==> src/rtl/phase_sequencer.sv <==
// Instruction phase sequencer: walks a one-hot phase enable through NUM_PHASES
// phases per instruction in continuous (RUN) or single-step (STEP) mode.
module phase_sequencer #(
    parameter int NUM_PHASES = 4,
    parameter int COUNT_W    = 16
) (
    input  logic                          clkIn,
    input  logic                          resetN,
    input  logic                          runIn,
    input  logic                          stepIn,
    input  logic                          stallIn,
    input  logic                          abortIn,
    output logic [NUM_PHASES-1:0]         phaseEn,
    output logic [$clog2(NUM_PHASES)-1:0] phaseIdx,
    output logic                          busy,
    output logic                          cycleDone,
    output logic [COUNT_W-1:0]            instrCount
);

    localparam int IDX_W = $clog2(NUM_PHASES);

    typedef enum logic [1:0] {
        IDLE = 2'd0,
        RUN  = 2'd1,
        STEP = 2'd2
    } stateT;

    stateT                 stateR,      nextStateS;
    logic [NUM_PHASES-1:0] phaseEnR,    nextPhaseEnS;
    logic [IDX_W-1:0]      phaseIdxR,   nextPhaseIdxS;
    logic [COUNT_W-1:0]    instrCountR, nextInstrCountS;
    logic                  busyR;
    logic                  cycleDoneS;

    // Completion is combinational so a stall or abort in the last phase suppresses it at once.
    always_comb begin
        cycleDoneS = phaseEnR[NUM_PHASES-1] & ~stallIn & ~abortIn;
    end

    // Next-state, next-phase and counter decode; abort outranks stall and completion.
    always_comb begin
        nextStateS      = stateR;
        nextPhaseEnS    = phaseEnR;
        nextPhaseIdxS   = phaseIdxR;
        nextInstrCountS = instrCountR;
        case (stateR)
            IDLE: begin
                if (abortIn) begin
                    nextStateS = IDLE;
                end else if (runIn) begin
                    nextStateS    = RUN;
                    nextPhaseEnS  = NUM_PHASES'(1);
                    nextPhaseIdxS = IDX_W'(0);
                end else if (stepIn) begin
                    nextStateS    = STEP;
                    nextPhaseEnS  = NUM_PHASES'(1);
                    nextPhaseIdxS = IDX_W'(0);
                end else begin
                    nextStateS = IDLE;
                end
            end
            RUN, STEP: begin
                if (abortIn) begin
                    nextStateS    = IDLE;
                    nextPhaseEnS  = NUM_PHASES'(0);
                    nextPhaseIdxS = IDX_W'(0);
                end else if (stallIn) begin
                    nextStateS = stateR;
                end else if (cycleDoneS) begin
                    nextInstrCountS = instrCountR + COUNT_W'(1);
                    if ((stateR == RUN) && runIn) begin
                        nextStateS    = RUN;
                        nextPhaseEnS  = NUM_PHASES'(1);
                        nextPhaseIdxS = IDX_W'(0);
                    end else begin
                        nextStateS    = IDLE;
                        nextPhaseEnS  = NUM_PHASES'(0);
                        nextPhaseIdxS = IDX_W'(0);
                    end
                end else begin
                    nextPhaseEnS  = phaseEnR << 1;
                    nextPhaseIdxS = phaseIdxR + IDX_W'(1);
                end
            end
            default: begin
                nextStateS    = IDLE;
                nextPhaseEnS  = NUM_PHASES'(0);
                nextPhaseIdxS = IDX_W'(0);
            end
        endcase
    end

    // State, phase and counter registers; busy is registered alongside the state.
    always_ff @(posedge clkIn or negedge resetN) begin
        if (!resetN) begin
            stateR      <= IDLE;
            phaseEnR    <= NUM_PHASES'(0);
            phaseIdxR   <= IDX_W'(0);
            instrCountR <= COUNT_W'(0);
            busyR       <= 1'b0;
        end else begin
            stateR      <= nextStateS;
            phaseEnR    <= nextPhaseEnS;
            phaseIdxR   <= nextPhaseIdxS;
            instrCountR <= nextInstrCountS;
            busyR       <= (nextStateS != IDLE);
        end
    end

    assign phaseEn    = phaseEnR;
    assign phaseIdx   = phaseIdxR;
    assign busy       = busyR;
    assign cycleDone  = cycleDoneS;
    assign instrCount = instrCountR;

endmodule

==> config.mk <==
export PLATFORM = sky130hd
export DESIGN_NAME = phase_sequencer
export DESIGN_NICKNAME = d
export VERILOG_FILES = /design/src/rtl/phase_sequencer.sv
export SDC_FILE = /design/constraint.sdc
export NUM_CORES = 1
export LEC_CHECK = 0
export CAP_MARGIN = 0
export CORE_UTILIZATION = 48
export CTS_CLUSTER_DIAMETER = 150
export DETAILED_ROUTE_END_ITERATION = 10
export GPL_TIMING_DRIVEN = 0
export PLACE_DENSITY_LB_ADDON = 0.2
export SLEW_MARGIN = 30
export SYNTH_ARGS = -nofsm -noshare
export SYNTH_HDL_FRONTEND = slang
export SYNTH_SLANG_ARGS = --single-unit
==> constraint.sdc <==
create_clock -name clkIn -period 2 [get_ports clkIn]
set_input_delay 0.4 -clock clkIn [delete_from_list [all_inputs] [get_ports clkIn]]
set_output_delay 0.4 -clock clkIn [all_outputs]
set_load 0.03 [all_outputs]
==> reports/qor.txt <==
Hpwl dp -> 1880 µm
Area growth from synthesis to layout -> 30.2%
Critical Path RT -> 1.60 ns
Max Freq -> 515 MHz
Largest family of logic cells by synthesized area -> simple AND/OR/NAND/NOR gates
Hold Crit Class -> input pin to async pin
Synth Area in Compound Gates -> 0.0896
Number of global-route vias before repair -> 972
Iteration-0 DRC Markers -> 16
Die Ht -> 52.6 µm
Clk_skew -> 0.00186 ns
TritonCTS Buffers -> 3
Synth Warn # -> 0
Critical Path End Type -> output port
Sequential area share after synthesis -> 0.509
Leakage power figure -> 0.666 nW
Avg WL per Cell -> 14.3 µm
Top cells by area, synth -> dfrtp_1 51%, xnor2_1 9.3%, ha_1 4.1%
Post-synthesis mux area share -> 0.0183
Clock tree buffer depth -> 2
Rel. slew slack -> 0.638
Critical R2R Launch -> stateR[0]$_DFF_PN0_
Clock root buffer -> clkbuf_4
Adder-cell area share of the yosys netlist -> 0.0407
CP Class -> input pin to output port
Critical Path Start -> stallIn
GRT overflow -> 0
Gr usage total -> 0.217
RSZ-0062 raised after global routing -> false
# clock sinks -> 25
Vias per cell -> 5.43
Util after Layout -> 0.690
Post-Syn Nets -> 126
Port bufs -> 29
Critical-path top delay cell -> clkdlybuf4s50_1
Setup Viol. Count Final -> 0
CP peak stage delay -> 0.56 ns
Commonest non-fill, non-tap cell in the layout -> clkdlybuf4s50_1
Share of cells above drive strength 1 -> 0.0921
Initial cell density of the core -> 0.530
Hold Vio Cnt, Final -> 0
Post-Place Setup Slack -> -0.392 ns
Cells after Synth -> 116
Post-layout minimum cycle time -> 1.94 ns
Synth area leader -> dfrtp_1
Fin worst setup slack -> 0.0593 ns
Clock slew at reported path FFs -> 0.13 ns
CTS H-tree depth -> 1
Final Cycle Share -> 0.970
Antenna Cells -> 0
Row count -> 17
Chip width -> 52.6 µm
Status -> finished clean
TritonCTS clock tree -> yes
Cell variety after synth -> 34
Router iterations before antenna repair -> 4
Largest net degree at the start of global routing -> 26
Total core area -> 0.00232 mm²
Max_cap viols -> 0
Critical path's top delay family -> buffers and inverters
Post-Synth Simple-Gate Area -> 0.205
I/O pins -> 30
VDD IR-drop max -> 610 µV
Final setup TNS -> 0 ns
Initial antenna violation count -> 0
Nets -> 163
Clk_lat worst skew -> 0.31 ns
Fill cells -> 189
Final max-slew violation count -> 0
Total routed wirelength -> 2570 µm
PwrDens -> 565 mW/mm²
Via Count -> 978
Worst-path cell chain -> clkdlybuf4s50_1, nor3b_2, clkdlybuf4s15_2
Die ar. -> 0.00277 mm²
Final Wtd Congestion -> 0.794
Post-Syn Area -> 0.00123 mm²
Share of the synthesized area in the top cell type -> 0.509
Routed Antenna Nets -> 0
CP Launch Type -> input pin
Remaining DRCs -> 0
First-pass GRT wire length -> 4320 µm
Least-Margin Pin Slew -> 0.543 ns
Post-Synth XOR/XNOR Area -> 0.107
#FFs+latches synth -> 25
Crit path arrival time -> 1.54 ns
Crit path max fanout -> 8
Commonest cells after routing, fill and taps aside -> 27 x clkdlybuf4s50_1, 24 x dfrtp_1, 13 x xnor2_1
Buffers & Inverters on Critical Path -> 2
Syn_area_per_cell -> 10.6 µm²
## worst register-to-register path: cells and delay by family (launching register included)
family	cells	cell delay, ns
DFF	1	0.43
muxes	1	0.36
buffers and inverters	1	0.05
adders and majority gates	1	0.35
AOI/OAI and AO/OA	1	0.38
and+or+nand+nor	1	0.21
## cell families after synthesis
| family | after synthesis |
|---|---|
| AND/OR/NAND/NOR | 45 |
| flip-flops | 25 |
| AO/OA/AOI/OAI | 16 |
| XOR/XNOR | 15 |
| buffers and inverters | 9 |
| adder cells (fa/ha/maj) | 4 |
| multiplexers | 2 |
## cell type report
class | instances | area [µm²] | share of cell area
clock buffer | 4 | 26.3 | 0.0164
timing repair buffer | 32 | 309 | 0.193
tap | 28 | 35.0 | 0.0219
buffer | 1 | 7.51 | 0.00469
multi-input combinational | 82 | 566 | 0.353
sequential | 25 | 627 | 0.392
inverter | 8 | 30.0 | 0.0188
## layer usage
layer / routed length [µm] / share of wire / track usage
met4: 25 / 0.0097 / 0.105
met3: 69 / 0.027 / 0.0435
met2: 1320 / 0.51 / 0.363
met1: 1160 / 0.45 / 0.265
met5: 0 / 0 / 0
## flip-flops by register name, indices dropped and copies added, names as in the netlist
| register | count |
|---|---|
| busy | 1 |
| instrCount | 16 |
| phaseEn | 4 |
| phaseIdx | 2 |
| stateR | 2 |
## timing repair
item / CTS / global route
endpoints found under the hold margin: 0 / 0
pin swaps: 1 / 1
gates resized for setup: 3 / 1
endpoints found under the setup margin: 1 / 5
hold buffers: 0 / 0
cloned: 0 / 0
buffers inserted: 1 / 2
## cells in the mapped netlist
cell      count
o22ai_1       1
o32ai_1       1
a41oi_1       1
nor3_1        3
xor2_1        2
xnor2_1      13
and2_1        1
a21oi_1       2
nand3_1       8
dfrtp_1      25
nor4_1        1
nor3b_1       1
nand4_1       5
nand2_1      11
a211oi_1      1
nor2_1        5
a31oi_1       2
inv_1         8
o311ai_0      1
or4b_1        1
o21ai_0       1
and4bb_2      1
a22oi_2       1
o21bai_1      1
nor3_2        1
o21ai_1       3
ha_1          4
nor2b_1       3
nand2b_1      2
nor3b_2       1
buf_4         1
and4_1        1
o211ai_1      1
mux2_1        2
## through the flow
| stage | hold WS, ns | instances | total power [mW] | instance area (µm²) |
|---|---|---|---|---|
| finish | 0.0476 | 180 | 0.903 | 1600 |
| global route | 0.0663 | 180 | 0.945 | 1600 |
| CTS | 0.0550 | 178 | 0.915 | 1580 |
| detailed placement | 0.417 | 173 | 0.686 | 1550 |
| global placement | 0.461 | 173 | 0.683 | 1550 |
| floorplan | 0.104 | 116 | 0.623 | 1230 |
## worst paths after layout
check                                             end  slack (ns)  depth (start not counted)
setup / recovery                            cycleDone        0.06                          3
hold / removal                    stateR[0]$_DFF_PN0_        0.05                          1
setup reg to reg               phaseEn[0]$_DFFE_PN0P_        0.12                          5
hold reg to reg            instrCount[15]$_DFFE_PN0P_        0.50                          1
max in group asynchronous         stateR[0]$_DFF_PN0_        1.57                          1
min in group clkIn         instrCount[15]$_DFFE_PN0P_        0.50                          1
## power by group
group	total [mW]	leakage (nW)	switching [mW]	internal (mW)
registers	0.533	0.336	0.0121	0.521
logic	0.145	0.315	0.0874	0.0572
clock network	0.226	0.0150	0.148	0.0779
No activity file was read; power rests on OpenSTA's default activity.
